`config.mk`:
```
export PLATFORM = sky130hd
export DESIGN_NAME = uart_tx_drain
export DESIGN_NICKNAME = d
export VERILOG_FILES = /design/src/rtl/uart_tx_drain.sv
export SDC_FILE = /design/constraint.sdc
export NUM_CORES = 1
export LEC_CHECK = 0
export BUFFER_PORTS_ARGS = -buffer_cell sky130_fd_sc_hd__clkbuf_2
export CAP_MARGIN = 15
export CORE_ASPECT_RATIO = 0.8
export CORE_UTILIZATION = 36
export DETAILED_ROUTE_END_ITERATION = 6
export SETUP_SLACK_MARGIN = 0.4
export SYNTH_ARGS = -nofsm -noshare
export SYNTH_HDL_FRONTEND = slang
export SYNTH_SLANG_ARGS = --single-unit
```
`constraint.sdc`:
```
create_clock -name rclk -period 2 [get_ports rclk]
set_input_delay 0.2 -clock rclk [delete_from_list [all_inputs] [get_ports rclk]]
set_output_delay 0.2 -clock rclk [all_outputs]
set_load 0.1 [all_outputs]
```
`src/rtl/uart_tx_drain.sv`:
```
`default_nettype none
// ============================================================================
// Module      : uart_tx_drain
// Description : Serial transmitter that drains a show-ahead FIFO. Each popped
//               word is sent as one start bit (0), WIDTH data bits LSB first,
//               and STOP_BITS stop bits (1). Every bit lasts CLKS_PER_BIT rclk
//               cycles. When the FIFO still holds data during the last stop
//               cycle, the next word is popped in that cycle, so consecutive
//               frames follow with no idle gap.
// Ports       : rclk       - clock, rising edge
//               rst_i      - asynchronous active-high reset
//               en         - permission to start new frames
//               fifo_dat   - FIFO show-ahead data (valid when !fifo_empty)
//               fifo_empty - FIFO empty flag
//               fifo_ren   - FIFO pop strobe (combinational)
//               tx         - serial line, idle high (registered)
//               busy       - frame in progress (registered)
//               frame_done - one-cycle pulse after the last stop cycle
// Revision    : 1.0 - initial release
// ============================================================================
module uart_tx_drain #(
    parameter int WIDTH        = 8,
    parameter int CLKS_PER_BIT = 16,
    parameter int STOP_BITS    = 1
) (
    input  logic             rclk,
    input  logic             rst_i,
    input  logic             en,
    input  logic [WIDTH-1:0] fifo_dat,
    input  logic             fifo_empty,
    output logic             fifo_ren,
    output logic             tx,
    output logic             busy,
    output logic             frame_done
);

    localparam int C_BAUD_W = (CLKS_PER_BIT > 1) ? $clog2(CLKS_PER_BIT) : 1;
    localparam int C_BIT_W  = (WIDTH > 0) ? $clog2(WIDTH + 1) : 1;

    localparam logic [C_BAUD_W-1:0] C_BAUD_MAX  = C_BAUD_W'(CLKS_PER_BIT - 1);
    localparam logic [C_BIT_W-1:0]  C_DATA_LAST = C_BIT_W'(WIDTH - 1);
    localparam logic [C_BIT_W-1:0]  C_STOP_LAST = C_BIT_W'(STOP_BITS - 1);

    typedef enum logic [1:0] {
        S_IDLE  = 2'd0,
        S_START = 2'd1,
        S_DATA  = 2'd2,
        S_STOP  = 2'd3
    } state_t;

    state_t              r_state;
    logic [C_BAUD_W-1:0] r_baud;
    logic [C_BIT_W-1:0]  r_bitcnt;
    logic [WIDTH-1:0]    r_shift;
    logic                r_tx;
    logic                r_busy;
    logic                r_done;

    state_t              w_state_nxt;
    logic [C_BAUD_W-1:0] w_baud_nxt;
    logic [C_BIT_W-1:0]  w_bitcnt_nxt;
    logic [WIDTH-1:0]    w_shift_nxt;
    logic                w_tx_nxt;
    logic                w_busy_nxt;
    logic                w_done_nxt;

    logic                w_last_baud;
    logic                w_last_stop;
    logic                w_pop_opp;

    // The baud counter counts down from CLKS_PER_BIT-1; zero marks the last
    // cycle of the current bit. In STOP the bit counter counts stop bits.
    assign w_last_baud = (r_baud == '0);
    assign w_last_stop = (r_state == S_STOP) && w_last_baud && (r_bitcnt == C_STOP_LAST);
    assign w_pop_opp   = (r_state == S_IDLE) || w_last_stop;

    // Reset gates the strobe so no word is popped while the block is held.
    assign fifo_ren = w_pop_opp & en & ~fifo_empty & ~rst_i;

    assign tx         = r_tx;
    assign busy       = r_busy;
    assign frame_done = r_done;

    always_comb begin
        w_state_nxt  = r_state;
        w_baud_nxt   = r_baud;
        w_bitcnt_nxt = r_bitcnt;
        w_shift_nxt  = r_shift;
        w_tx_nxt     = r_tx;
        w_busy_nxt   = r_busy;
        w_done_nxt   = w_last_stop;

        if (fifo_ren) begin
            // A pop always starts a frame, from IDLE or from the last stop cycle.
            w_state_nxt  = S_START;
            w_baud_nxt   = C_BAUD_MAX;
            w_bitcnt_nxt = '0;
            w_shift_nxt  = fifo_dat;
            w_tx_nxt     = 1'b0;
            w_busy_nxt   = 1'b1;
        end else begin
            case (r_state)
                S_IDLE: begin
                    w_tx_nxt     = 1'b1;
                    w_busy_nxt   = 1'b0;
                    w_baud_nxt   = '0;
                    w_bitcnt_nxt = '0;
                end
                S_START: begin
                    if (w_last_baud) begin
                        w_state_nxt  = S_DATA;
                        w_tx_nxt     = r_shift[0];
                        w_shift_nxt  = r_shift >> 1;
                        w_baud_nxt   = C_BAUD_MAX;
                        w_bitcnt_nxt = '0;
                    end else begin
                        w_baud_nxt = r_baud - 1'b1;
                    end
                end
                S_DATA: begin
                    if (w_last_baud) begin
                        w_baud_nxt = C_BAUD_MAX;
                        if (r_bitcnt == C_DATA_LAST) begin
                            w_state_nxt  = S_STOP;
                            w_tx_nxt     = 1'b1;
                            w_bitcnt_nxt = '0;
                        end else begin
                            w_tx_nxt     = r_shift[0];
                            w_shift_nxt  = r_shift >> 1;
                            w_bitcnt_nxt = r_bitcnt + 1'b1;
                        end
                    end else begin
                        w_baud_nxt = r_baud - 1'b1;
                    end
                end
                S_STOP: begin
                    if (w_last_baud) begin
                        if (r_bitcnt == C_STOP_LAST) begin
                            w_state_nxt  = S_IDLE;
                            w_tx_nxt     = 1'b1;
                            w_busy_nxt   = 1'b0;
                            w_baud_nxt   = '0;
                            w_bitcnt_nxt = '0;
                        end else begin
                            w_baud_nxt   = C_BAUD_MAX;
                            w_bitcnt_nxt = r_bitcnt + 1'b1;
                        end
                    end else begin
                        w_baud_nxt = r_baud - 1'b1;
                    end
                end
                default: begin
                    w_state_nxt = S_IDLE;
                end
            endcase
        end
    end

    always_ff @(posedge rclk or posedge rst_i) begin
        if (rst_i) begin
            r_state  <= S_IDLE;
            r_baud   <= '0;
            r_bitcnt <= '0;
            r_shift  <= '0;
            r_tx     <= 1'b1;
            r_busy   <= 1'b0;
            r_done   <= 1'b0;
        end else begin
            r_state  <= w_state_nxt;
            r_baud   <= w_baud_nxt;
            r_bitcnt <= w_bitcnt_nxt;
            r_shift  <= w_shift_nxt;
            r_tx     <= w_tx_nxt;
            r_busy   <= w_busy_nxt;
            r_done   <= w_done_nxt;
        end
    end

endmodule
`default_nettype wire

```
Word-level counts from Yosys, hierarchy flattened
Index checks and enable logic that the tools add are counted.
- reduce and logical (&&, ||, !) cells: 15
- multiplexer cells: 35
- $add $sub $neg: 2
- bitwise gates (word level): 5
- equality and inequality tests: 10
- operators with widths (operator ; number):
    $mux 4 ; 10
    $mux 8 ; 4
    $pmux 4 s4 ; 1
    $pmux 8 s2 ; 1
    $ne 3x3->1 const B ; 5
    $mux 2 ; 6
    $pmux 4 s3 ; 1
    $mux 1 ; 9
    $logic_not 4->1 ; 2
    $reduce_and 4->1 ; 2
    $pmux 2 s3 ; 1
    $reduce_and 3->1 ; 2
    $reduce_and 6->1 ; 1
    $reduce_bool 3->1 ; 2
    $add 4x1->4 const B ; 1
    $eq 2x2->1 const B ; 2
    $eq 4x3->1 const B ; 1
    $pmux 1 s4 ; 1
    $reduce_bool 4->1 ; 1
    $sub 4x1->4 const B ; 1
    $and 1x1->1 ; 3
    $ne 3x2->1 const B ; 1
    $eq 2x1->1 const B ; 1
    $logic_and 1x1->1 ; 2
    other kinds (5) ; 6
- output and inout port bits: 4
- register bits: 21
- input bits: 12

Depth between registers and ports, before layout
Gate-level depths: netlist (run 1).
- depth in word-level cells: 9
- gate-level depth with buffers: 8

Worst setup path before layout (run 1)
OpenSTA, ideal clock, no wires.
- kind: reg2reg
- start: reg r_baud[0]
- end: reg r_busy, in the netlist busy
- arrival: 1.972 ns
- required time: 1.920 ns
- stages on the path, launching flop included: 8
- period minus slack after synthesis: 2.052 ns
- setup slack: -0.052 ns
- library setup time: 0.080 ns
- path through: dfrtp_1 -> inv_1 -> ha_1 -> nor3b_4 -> and3_2 -> o21a_1 -> buf_2 -> o21bai_1
- cells in the longest elaborated chain, start to end: 9
- elaborated cells between the ends (all ways): 12
- classes of those cells: eq/ne (2); mux (1); bitwise (3); reduce/logical (6)
- RTL lines (item ; RTL line ; source):
    start, declared ; 52 ; logic [C_BAUD_W-1:0] r_baud;
    start signal, assigned ; 170 ; r_baud <= w_baud_nxt;
    $logic_not 4->1 (*) ; 73 ; assign w_last_baud = (r_baud == '0);
    $logic_and 1x1->1 (*) (2 in series) ; 74 ; assign w_last_stop = (r_state == S_STOP) && w_last_baud && (r_bitcnt == C_STOP_LAST);
    named net w_done_nxt ; 65 ; logic w_done_nxt;
    $logic_or 1x1->1 (*) ; 75 ; assign w_pop_opp = (r_state == S_IDLE) || w_last_stop;
    $and 1x1->1 (*) (3 in series) ; 78 ; assign fifo_ren = w_pop_opp & en & ~fifo_empty & ~rst_i;
    named net fifo_ren ; 31 ; output logic fifo_ren,
    $ne 3x2->1 (no source line) (tied with other cells) ; -- ;
    $reduce_and 3->1 (no source line) ; -- ;
    end signal, assigned ; 174 ; r_busy <= w_busy_nxt;
    end, declared ; 56 ; logic r_busy;
The timed path passes the listed nets; every way through them passes the cells marked *.
A chain may end at the register's enable or synchronous reset.

Worst setup path in the final report (run 1)
- start: reg r_baud[1]
- end: reg r_state[0]
- cells in the longest elaborated chain, start to end: 9
- elaborated cells between the ends (all ways): 15
- classes of those cells: eq/ne (5); mux (1); bitwise (3); reduce/logical (6)
- RTL lines (item ; RTL line ; source):
    $logic_not 4->1 (*) ; 73 ;
    $logic_and 1x1->1 (2 in series) ; 74 ;
    $logic_or 1x1->1 ; 75 ;
    $and 1x1->1 (3 in series) ; 78 ;
    $ne 3x3->1 (no source line) (tied with other cells) ; -- ;
    $reduce_and 6->1 (no source line) ; -- ;
    end signal, assigned ; 169 ; r_state <= w_state_nxt;
    end, declared ; 51 ; state_t r_state;
Mark *: on every way between the ends. The rest lies on a longest branch, timed or not.

==> results.txt, run 1 <==
max_slew headroom -> 0.455
pin count of the biggest net entering global routing -> 22
clk sinks -> 21
io pins -> 16
Worst Path Buf+Inv -> 2
fmax -> 499 MHz
CP Launch Type -> flop
crit-path cells -> inv_2 > ha_4 > nor3b_4 > buf_6 > nand2_2 > a222oi_1 > a21oi_1 > a311o_1
EDFF count, synth -> 0
DRC -> 0
failing checks -> negative setup slack
Worst-Skew Late Latency -> 0.26 ns
Clock transition at path regs -> 0.08 ns
Seq/Total Area, Yosys -> 0.424
CP endpoint kind -> flop
routed vias/inst -> 5.14
Core Area -> 0.00318 mm²
DR WL/cell -> 14.6 µm
Detailed Route WL -> 3250 µm
via count -> 1146
setup slack, reg-to-reg -> -0.002 ns
TritonCTS clock tree -> yes
Max-Cap Viols -> 0
Avg Cell Area, Syn -> 9.71 µm²
WS Path Type -> reg2reg
Port-buffer cells -> 15
wire length of the first global-routing pass -> 5000 µm
R2R cell count -> 8
RSZ-0062 raised after global routing -> true
worst setup path start -> r_baud[1]
final cell count without fillers -> 223
maximum vdd ir drop -> 0.414 mV
min-delay worst type -> in2async
layout cells sized above 1 -> 0.546
DRT Pass-1 Iters -> 4
WP depth -> 8
Hold Slack -> 0.0917 ns
Layout area overhead -> 56.6%
post-synth net total -> 150
CP peak stage delay -> 0.45 ns
Worst EP required -> 2.15 ns
highest-delay cell along the critical path -> a222oi_1
instance count of the mapped netlist -> 128
Static Leakage -> 0.941 nW
number of fill cells in the layout -> 237
status -> finished with violations
prevailing post-synth register cell -> dfrtp_1
dpl cells -> 189
GRT overflow -> 0
initial DRC count -> 70
global-route met2 utilization -> 0.295
Post-DRT Antenna Nets -> 0
Worst Setup EP -> r_state[0]
cell row count -> 18
skew final -> 0.00554 ns
Die Height -> 54.5 µm
worst-margin pin slew -> 0.817 ns
met3 GRT Util -> 0.0500
CTS Root Cell -> clkbuf_8
Longest Clk Path Bufs -> 2
gpl congestion -> 0.764
HPWL Detailed -> 1900 µm
CTS Hold Bufs -> 0
Synth Register Bits -> 21
CP delay by family, top -> compound AO/OA/AOI/OAI gates
CTS Buf Count -> 3
Critical Path AT -> 2.15 ns
worst-path fanout max -> 4
met1 Use GR -> 0.253
Worst R2R Start -> r_baud[1]
die width -> 67.7 µm
Async SR Flop Fraction -> 1.00
count of cell types in the netlist -> 36
Synth Warn # -> 0
Ant. Diodes -> 0
r2r endpoint -> r_state[0]
H-tree depth -> 1
dpl ws -> 0.0496 ns
min cycle time layout -> 2.00 ns
gr usage total -> 0.190
antenna violations before repair -> 0
final setup fails -> 1
power per cell area -> 373 mW/mm²
Tcrit/Tclk final -> 1.00
Initial Utilization -> 0.391
most used routing layer -> met2
vias in the first global route -> 1061
Post-layout nets -> 206
Final WS setup -> -0.00217 ns
Final Hold Vio Count -> 0
Synth Cell Area -> 0.00124 mm²
Slew Viols, Final -> 0
Die Area -> 0.00369 mm²
==> report_power, final <==
part / switching, mW / leakage [nW] / total, mW / internal [mW]
sequential: 0 / 0.228 / 0.424 / 0.424
clock: 0.136 / 0.0228 / 0.278 / 0.142
combinational: 0.0137 / 0.691 / 0.0234 / 0.00968
==> sequential cells by signal (all words and copies together) (netlist names) <==
name and cells:
busy 1, r_bitcnt 4, tx 1, r_shift 8
r_state 2, frame_done 1, r_baud 4
==> stage by stage <==
stage | cell area (µm²) | util | power, mW | setup TNS, ns
after floorplan | 1280 | - | 0.441 | 0
after global placement | 1470 | 0.462 | 0.456 | 0
after detailed placement | 1470 | 0.462 | 0.456 | 0
after CTS | 1800 | 0.566 | 0.736 | 0
after global routing | 1950 | 0.613 | 0.759 | -0.197
final | 1950 | 0.613 | 0.725 | -0.00217
==> cells in the mapped netlist, types with 2 or more instances <==
| library cell | count | area (µm²) |
|---|---|---|
| or2_2 | 3 | 18.8 |
| xnor2_1 | 2 | 17.5 |
| dfrtp_1 | 20 | 500 |
| nand2_1 | 15 | 56.3 |
| a222oi_1 | 2 | 20.0 |
| a21oi_1 | 11 | 55.1 |
| o22ai_1 | 2 | 12.5 |
| mux2i_1 | 7 | 70.1 |
| nor3b_2 | 2 | 25.0 |
| nand3_1 | 2 | 10.0 |
| nor3_1 | 4 | 20.0 |
| clkbuf_1 | 3 | 11.3 |
| o21ai_0 | 11 | 55.1 |
| ha_1 | 10 | 125 |
| inv_1 | 9 | 33.8 |
| nor2_1 | 3 | 11.3 |
| a211oi_1 | 3 | 22.5 |
==> worst min-delay path by stage <==
| stage | startpoint | end | slack, ns | depth (start not counted) |
|---|---|---|---|---|
| after floorplan | rst_i | busy | 0.18 | 1 |
| after global placement | rst_i | busy | 0.40 | 2 |
| after detailed placement | rst_i | frame_done | 0.41 | 2 |
| after CTS | rst_i | frame_done | 0.12 | 2 |
| after global routing | fifo_dat[6] | r_shift[6] | 0.15 | 3 |
| final | rst_i | frame_done | 0.09 | 2 |
==> cell usage in the layout, fill, tap and decap left out, drive strengths merged, types with 2 or more instances in the layout <==
master,netlist,final
nor3b,4,4
xnor2,2,2
ha,10,10
dfrtp,20,20
a222oi,2,2
buf,1,41
nor2,3,3
nand2,16,16
nand3,2,2
a21oi,11,11
or2,3,3
or3b,2,2
o22ai,2,2
nor3,4,4
a211oi,3,3
o21ai,12,12
clkbuf,3,18
inv,9,9
mux2i,7,7
==> per-layer routing <==
layer	vias to the layer above	wire, µm
met1	554	1570
li1	567	-
met3	6	87
met2	19	1550
met5	-	0
met4	0	37
==> final cells by class <==
type | instances | area [µm²] | area share
clock buffer | 4 | 45.0 | 0.0232
inverter | 9 | 33.8 | 0.0174
tap | 40 | 50.0 | 0.0257
sequential | 21 | 527 | 0.271
timing repair buffer | 55 | 433 | 0.223
multi-input combinational | 94 | 857 | 0.441
==> what timing repair did <==
| item | 4_1_cts | 5_1_grt |
|---|---|---|
| buffers inserted | 20 | 10 |
| resized for setup | 35 | 20 |
| setup endpoints to repair | 21 | 21 |
| pin swaps | 13 | 13 |
==> logic make-up after synthesis <==
group,after synthesis,synth area share
AND/OR/NAND/NOR,38,0.179
multiplexers,7,0.0564
flip-flops,21,0.424
adder cells (fa/ha/maj),10,0.101
buffers and inverters,13,0.0403
XOR/XNOR,2,0.0141
AO/OA/AOI/OAI,37,0.185
Note: power is estimated with default switching activity, not from simulation.
==> run 2, diff against run 1 <==
==> constraint.sdc (replaced) <==
create_clock -name rclk -period 1.8 [get_ports rclk]
set_input_delay 0.18 -clock rclk [delete_from_list [all_inputs] [get_ports rclk]]
set_output_delay 0.18 -clock rclk [all_outputs]
set_load 0.1 [all_outputs]
==> run 2 against run 1 <==
  * Sequential share of layout area down 0.81 points
  * Cell area up 3.1%
  * Hold slack better by 0.027 ns
  * Non-clock buffer count up 8
  * Utilization up 1.9 points
  * The run still ends with negative setup slack left
  * Worst setup slack worse by 0.15 ns
  * Sequential cell count unchanged
  * Clock skew about the same
  * Sequential power up 11%
  * Wire length up 0.12%
  * Power up 13%
==> results.txt, run 2 (same netlist as run 1, synthesis figures left out) <==
status -> finished with violations
failing checks -> negative setup slack
Sw Share -> 0.218 (+0.0124)
register area -> 527 µm² (unchanged)
Die Area -> 0.00369 mm² (unchanged)
Static Leakage -> 0.938 nW (-0.33%)
Max-Cap Viols -> 0 (unchanged)
worst-margin pin slew -> 0.537 ns (-0.279 ns)
Worst EP required -> 1.62 ns (-0.53 ns)
H-tree depth -> 1 (unchanged)
CP endpoint kind -> output pin
part of the power in the clock network -> 0.389 (+0.006)
HPWL Detailed -> 2060 µm (+8.5%)
final setup fails -> 21 (+20)
CP peak stage delay -> 0.39 ns (-0.06 ns)
highest-delay cell along the critical path -> dfrtp_1
clk sinks -> 21 (unchanged)
commonest non-fill, non-tap cells in the layout -> buf_4, dfrtp_1, clkbuf_2
WS Path Type -> reg2out
gr usage total -> 0.179 (-0.0108)
crit-path cells -> inv_2 > ha_4 > nor3b_4 > buf_4 > and3_4 > o21a_4 > buf_12
fmax -> 513 MHz
hold path start -> fifo_dat[2]
routed vias/inst -> 5.01 (-2.5%)
TritonCTS clock tree -> yes
Final WS setup -> -0.150 ns (-0.148 ns)
Gate power share -> 0.039 (+0.007)
setup slack, reg-to-reg -> -0.10 ns (-0.10 ns)
Critical Path AT -> 1.77 ns (-0.38 ns)
io pins -> 16 (unchanged)
Tcrit/Tclk final -> 1.08
power per cell area -> 410 mW/mm² (+10%)
final cell count without fillers -> 231 (+3.6%)
pin count of the biggest net entering global routing -> 22 (unchanged)
Post-DRT Antenna Nets -> 0 (unchanged)
DRC -> 0 (unchanged)
Seq pwr share -> 0.573 (-0.012)
wire length of the first global-routing pass -> 4730 µm (-5.4%)
Layout area overhead -> 61.4%
max reg flops -> 8 (unchanged)
Core Area -> 0.00318 mm² (unchanged)
CTS Root Cell -> clkbuf_8
via count -> 1158 (+1.0%)
cell row count -> 18 (unchanged)
skew final -> 0.00548 ns (-0.0000582 ns)
maximum vdd ir drop -> 0.447 mV (+8.1%)
r2r endpoint -> busy
GRT overflow -> 0 (unchanged)
Sw Pwr -> 0.180 mW (+20%)
Die Height -> 54.5 µm (unchanged)
CTS Buf Count -> 3 (unchanged)
fin area -> 0.00201 mm² (+3.1%)
Post-layout nets -> 214 (+3.9%)
layout cells sized above 1 -> 0.586 (+0.0399)
Cell Int Power -> 0.643 mW (+12%)
largest reg by FF count -> r_shift
max_slew headroom -> 0.643 (+0.188)
RSZ-0062 raised after global routing -> true
Ant. Diodes -> 0 (unchanged)
WHS Path Cells -> 3
Final Hold Vio Count -> 0 (unchanged)
Clock transition at path regs -> 0.08 ns (about the same)
die width -> 67.7 µm (unchanged)
R2R cell count -> 10 (+2)
Worst-Skew Late Latency -> 0.27 ns (about the same)
gpl congestion -> 0.837 (+9.5%)
initial DRC count -> 27 (-61%)
worst-path fanout max -> 3 (-1)
Overall Power -> 0.823 mW (+13%)
Initial Utilization -> 0.391 (unchanged)
vias in the first global route -> 1031 (-2.8%)
Worst R2R Start -> r_baud[1]
CP Launch Type -> flop
Slew Viols, Final -> 0 (unchanged)
DR WL/cell -> 14.1 µm (-3.3%)
commonest non-fill, non-tap cell in the layout -> buf_4
dpl cells -> 206 (+9.0%)
min-delay worst type -> in2reg
area of the multi-input gates -> 852 µm² (-0.58%)
min cycle time layout -> 1.95 ns
number of fill cells in the layout -> 246 (+3.8%)
Port-buffer cells -> 15 (unchanged)
hold endpoint -> r_shift[2]
dpl cell area -> 0.00159 mm² (+8.7%)
Detailed Route WL -> 3250 µm (+0.12%)
DRT Pass-1 Iters -> 7 (+3)
antenna violations before repair -> 0 (unchanged)
Longest Clk Path Bufs -> 2 (unchanged)
biggest regs -> r_shift (8), r_baud (4), r_bitcnt (4)
Finished Core Util -> 0.632 (+0.0189)
[run 2: cell types whose count changed in the layout (fill, tap and decap cells not counted), sizes merged]
| cell | delta |
|---|---|
| buf | +7 |
| dlygate4sd3 | +1 |
[run 2: how the worst max path moves through the flow]
| stage | from | endpoint | slack, ns | cells past startpoint |
|---|---|---|---|---|
| 5_1_grt | r_baud[0] | r_state[0] | -0.23 | 8 |
| 3_5_place_dp | r_baud[0] | r_state[1] | -0.14 | 7 |
| 3_3_place_gp | r_bitcnt[0] | r_baud[3] | -0.07 | 8 |
| 6_report | r_baud[1] | fifo_ren | -0.15 | 7 |
| 2_1_floorplan | r_baud[0] | r_state[0] | -0.09 | 6 |
| 4_1_cts | r_baud[1] | r_state[0] | -0.12 | 8 |
[run 2: power by group through the flow]
stage | logic [mW] | clock network [mW] | registers (mW)
final | 0.0318 | 0.320 | 0.471
after global placement | 0.0273 | 0 | 0.481
after CTS | 0.0304 | 0.325 | 0.471
after floorplan | 0.00930 | 0 | 0.481
after detailed placement | 0.0285 | 0 | 0.481
after global routing | 0.0359 | 0.348 | 0.471
[run 2: layout make-up]
type | instances | share of cell area
Multi-Input combinational cell | 94 | 0.425
Tap cell | 40 | 0.0250
Clock buffer | 4 | 0.0225
Timing Repair Buffer | 63 | 0.248
Inverter | 9 | 0.0168
Sequential cell | 21 | 0.263
[run 2: per-layer routing]
| layer | vias to the layer above | track usage | share of wire |
|---|---|---|---|
| li1 | 581 | - | - |
| met1 | 555 | 0.248 | 0.49 |
| met2 | 17 | 0.269 | 0.48 |
| met3 | 5 | 0.0396 | 0.022 |
| met4 | 0 | 0.0674 | 0.0086 |
| met5 | - | 0 | 0 |
[run 2: metrics by stage]
stage / setup WS (ns) / hold WS, ns / setup TNS (ns)
2_1_floorplan: -0.0877 / 0.156 / -0.288
3_3_place_gp: -0.0723 / 0.232 / -0.428
3_5_place_dp: -0.143 / 0.247 / -0.953
4_1_cts: -0.116 / 0.113 / -0.387
5_1_grt: -0.229 / 0.130 / -3.02
6_report: -0.150 / 0.119 / -1.16
[run 2: worst max-delay path, delay by kind of cell, from the launching register on]
| kind | cells | cell delay [ns] |
|---|---|---|
| buffers and inverters | 3 | 0.42 |
| flip-flops | 1 | 0.39 |
| AO/OA/AOI/OAI | 1 | 0.18 |
| AND/OR/NAND/NOR | 2 | 0.38 |
| adder cells (fa/ha/maj) | 1 | 0.14 |
[run 2: repair_timing]
item                                    CTS  global route
endpoints found under the hold margin    20             0
buffers inserted                         12             7
cloned                                    1             0
hold buffers                              1             0
pin swaps                                15            10
gates resized for setup                  37            22
endpoints found under the setup margin   23            22
==> run 3, diff against run 2 <==
--- a/config.mk
+++ b/config.mk
@@ -10,6 +10,7 @@
 export CORE_ASPECT_RATIO = 0.8
 export CORE_UTILIZATION = 36
 export DETAILED_ROUTE_END_ITERATION = 6
+export RECOVER_POWER = 25
 export SETUP_SLACK_MARGIN = 0.4
 export SYNTH_ARGS = -nofsm -noshare
 export SYNTH_HDL_FRONTEND = slang
==> run 3 against run 2 <==
  * The flow still finishes with violations (negative setup slack)
  * Final cell count unchanged
  * Global-route usage unchanged
  * Register-to-register slack barely moved
  * Maximum frequency down 0.29%
  * Critical path depth unchanged
  * Sequential power barely moved
  * Worst setup slack got worse by 0.0057 ns
  * Wire length up 0.40%
  * Cell area shrank 0.19%
  * Combinational power is 3% lower
  * Non-clock buffer count is the same
  * Clock skew is essentially flat
  * Largest power group unchanged
==> results.txt, run 3 (same netlist as run 1, synthesis figures left out) <==
status -> finished with violations
failing checks -> negative setup slack
largest reg by FF count -> r_shift
DRT Pass-1 Iters -> 4 (-3)
hold endpoint -> r_shift[2]
Worst R2R Start -> r_baud[1]
Clock transition at path regs -> 0.08 ns (about the same)
Ant. Diodes -> 0 (unchanged)
commonest non-fill, non-tap cell in the layout -> buf_4
H-tree depth -> 1 (unchanged)
highest-delay cell along the critical path -> dfrtp_1
power per cell area -> 411 mW/mm² (+0.11%)
routed vias/inst -> 4.99 (-0.43%)
initial DRC count -> 27 (unchanged)
max reg flops -> 8 (unchanged)
Static Leakage -> 0.934 nW (-0.39%)
die width -> 67.7 µm (unchanged)
clk sinks -> 21 (unchanged)
fmax -> 511 MHz (-0.29%)
DR WL/cell -> 14.1 µm (+0.40%)
cell row count -> 18 (unchanged)
max_slew headroom -> 0.636 (-0.00730)
number of fill cells in the layout -> 245 (-0.41%)
DRC -> 0 (unchanged)
min cycle time layout -> 1.96 ns (+0.00569 ns)
WHS Path Cells -> 3 (unchanged)
r2r endpoint -> busy
gr usage total -> 0.179 (unchanged)
area of the multi-input gates -> 852 µm² (unchanged)
biggest regs -> r_shift (8), r_baud (4), r_bitcnt (4)
R2R cell count -> 10 (unchanged)
Critical Path AT -> 1.78 ns (about the same)
Final Hold Vio Count -> 0 (unchanged)
CTS Root Cell -> clkbuf_8
gpl congestion -> 0.837 (unchanged)
pin count of the biggest net entering global routing -> 22 (unchanged)
via count -> 1153 (-0.43%)
Initial Utilization -> 0.391 (unchanged)
Longest Clk Path Bufs -> 2 (unchanged)
register area -> 527 µm² (unchanged)
antenna violations before repair -> 0 (unchanged)
Port-buffer cells -> 15 (unchanged)
Worst EP required -> 1.62 ns (about the same)
Overall Power -> 0.822 mW (about the same)
skew final -> 0.00536 ns (-0.000125 ns)
Detailed Route WL -> 3270 µm (+0.40%)
min-delay worst type -> in2reg
maximum vdd ir drop -> 0.447 mV (about the same)
CP Launch Type -> flop
HPWL Detailed -> 2060 µm (unchanged)
Slew Viols, Final -> 0 (unchanged)
wire length of the first global-routing pass -> 4730 µm (unchanged)
Core Area -> 0.00318 mm² (unchanged)
io pins -> 16 (unchanged)
final setup fails -> 21 (unchanged)
Worst-Skew Late Latency -> 0.27 ns (about the same)
setup slack, reg-to-reg -> -0.10 ns (about the same)
Max-Cap Viols -> 0 (unchanged)
RSZ-0062 raised after global routing -> true
final cell count without fillers -> 231 (unchanged)
worst-margin pin slew -> 0.546 ns (+0.00867 ns)
WS Path Type -> reg2out
crit-path cells -> inv_2 > ha_4 > nor3b_4 > buf_4 > and3_4 > o21a_4 > buf_12
vias in the first global route -> 1031 (unchanged)
Final WS setup -> -0.156 ns (-0.00569 ns)
commonest non-fill, non-tap cells in the layout -> buf_4, dfrtp_1, clkbuf_2
Layout area overhead -> 61.1%
hold path start -> fifo_dat[2]
CP peak stage delay -> 0.39 ns (about the same)
worst-path fanout max -> 3 (unchanged)
Die Area -> 0.00369 mm² (unchanged)
layout cells sized above 1 -> 0.581 (-0.00524)
Post-DRT Antenna Nets -> 0 (unchanged)
GRT overflow -> 0 (unchanged)
Tcrit/Tclk final -> 1.09 (+0.00316)
Post-layout nets -> 214 (unchanged)
worst setup path start -> r_baud[1]
TritonCTS clock tree -> yes
CP endpoint kind -> output pin
Die Height -> 54.5 µm (unchanged)
CTS Buf Count -> 3 (unchanged)
dpl cells -> 206 (unchanged)
## run 3: cell count changes in the layout (fill, tap and decap cells not counted), sizes merged
cell / delta
buf: -1
clkbuf: +1
## run 3: worst max-delay path: cells and delay by family, from the launching register on
| family | cells | cell delay [ns] |
|---|---|---|
| adder cells (fa/ha/maj) | 1 | 0.14 |
| AND/OR/NAND/NOR | 2 | 0.38 |
| AO/OA/AOI/OAI | 1 | 0.18 |
| buffers and inverters | 3 | 0.42 |
| flip-flops | 1 | 0.39 |
## run 3: per-stage QoR
| stage | util | hold WS, ns | instance area, µm² | setup TNS, ns | setup WS, ns |
|---|---|---|---|---|---|
| 2_1_floorplan | - | 0.156 | 1280 | -0.288 | -0.0877 |
| 3_3_place_gp | 0.502 | 0.232 | 1590 | -0.428 | -0.0723 |
| 3_5_place_dp | 0.502 | 0.247 | 1590 | -0.953 | -0.143 |
| 4_1_cts | 0.595 | 0.113 | 1890 | -0.387 | -0.116 |
| 5_1_grt | 0.630 | 0.130 | 2000 | -3.02 | -0.229 |
| 6_report | 0.630 | 0.118 | 2000 | -1.27 | -0.156 |
## run 3: report_power, final
group / internal (mW) / switching (mW)
Clock: 0.158 / 0.162
Sequential: 0.471 / 0
Combinational: 0.0126 / 0.0181
Total: 0.642 / 0.180
## run 3: final cells by class
type,count,share of cell area
clock buffer,4,0.0225
inverter,9,0.0169
multi-input combinational,94,0.426
sequential,21,0.263
tap,40,0.0250
timing repair buffer,63,0.247
## run 3: worst max path at each step
stage | slack [ns] | cells past startpoint | endpoint
2_1_floorplan | -0.09 | 6 | r_state[0]
3_3_place_gp | -0.07 | 8 | r_baud[3]
3_5_place_dp | -0.14 | 7 | r_state[1]
4_1_cts | -0.12 | 8 | r_state[0]
5_1_grt | -0.23 | 8 | r_state[0]
6_report | -0.16 | 7 | fifo_ren
## run 3: timing repair
item / in CTS / in global routing
gates resized for setup: 37 / 22
endpoints found under the hold margin: 20 / 0
pin swaps: 15 / 10
buffers inserted: 12 / 7
setup endpoints to repair: 23 / 22
hold buffers: 1 / 0
cloned: 1 / 0
## run 3: routing by layer
| metal | global-route usage | routed length, µm | up-vias |
|---|---|---|---|
| li1 | - | - | 581 |
| met1 | 0.248 | 1610 | 554 |
| met2 | 0.269 | 1560 | 13 |
| met3 | 0.0396 | 67 | 5 |
| met4 | 0.0674 | 28 | 0 |
| met5 | 0 | 0 | - |
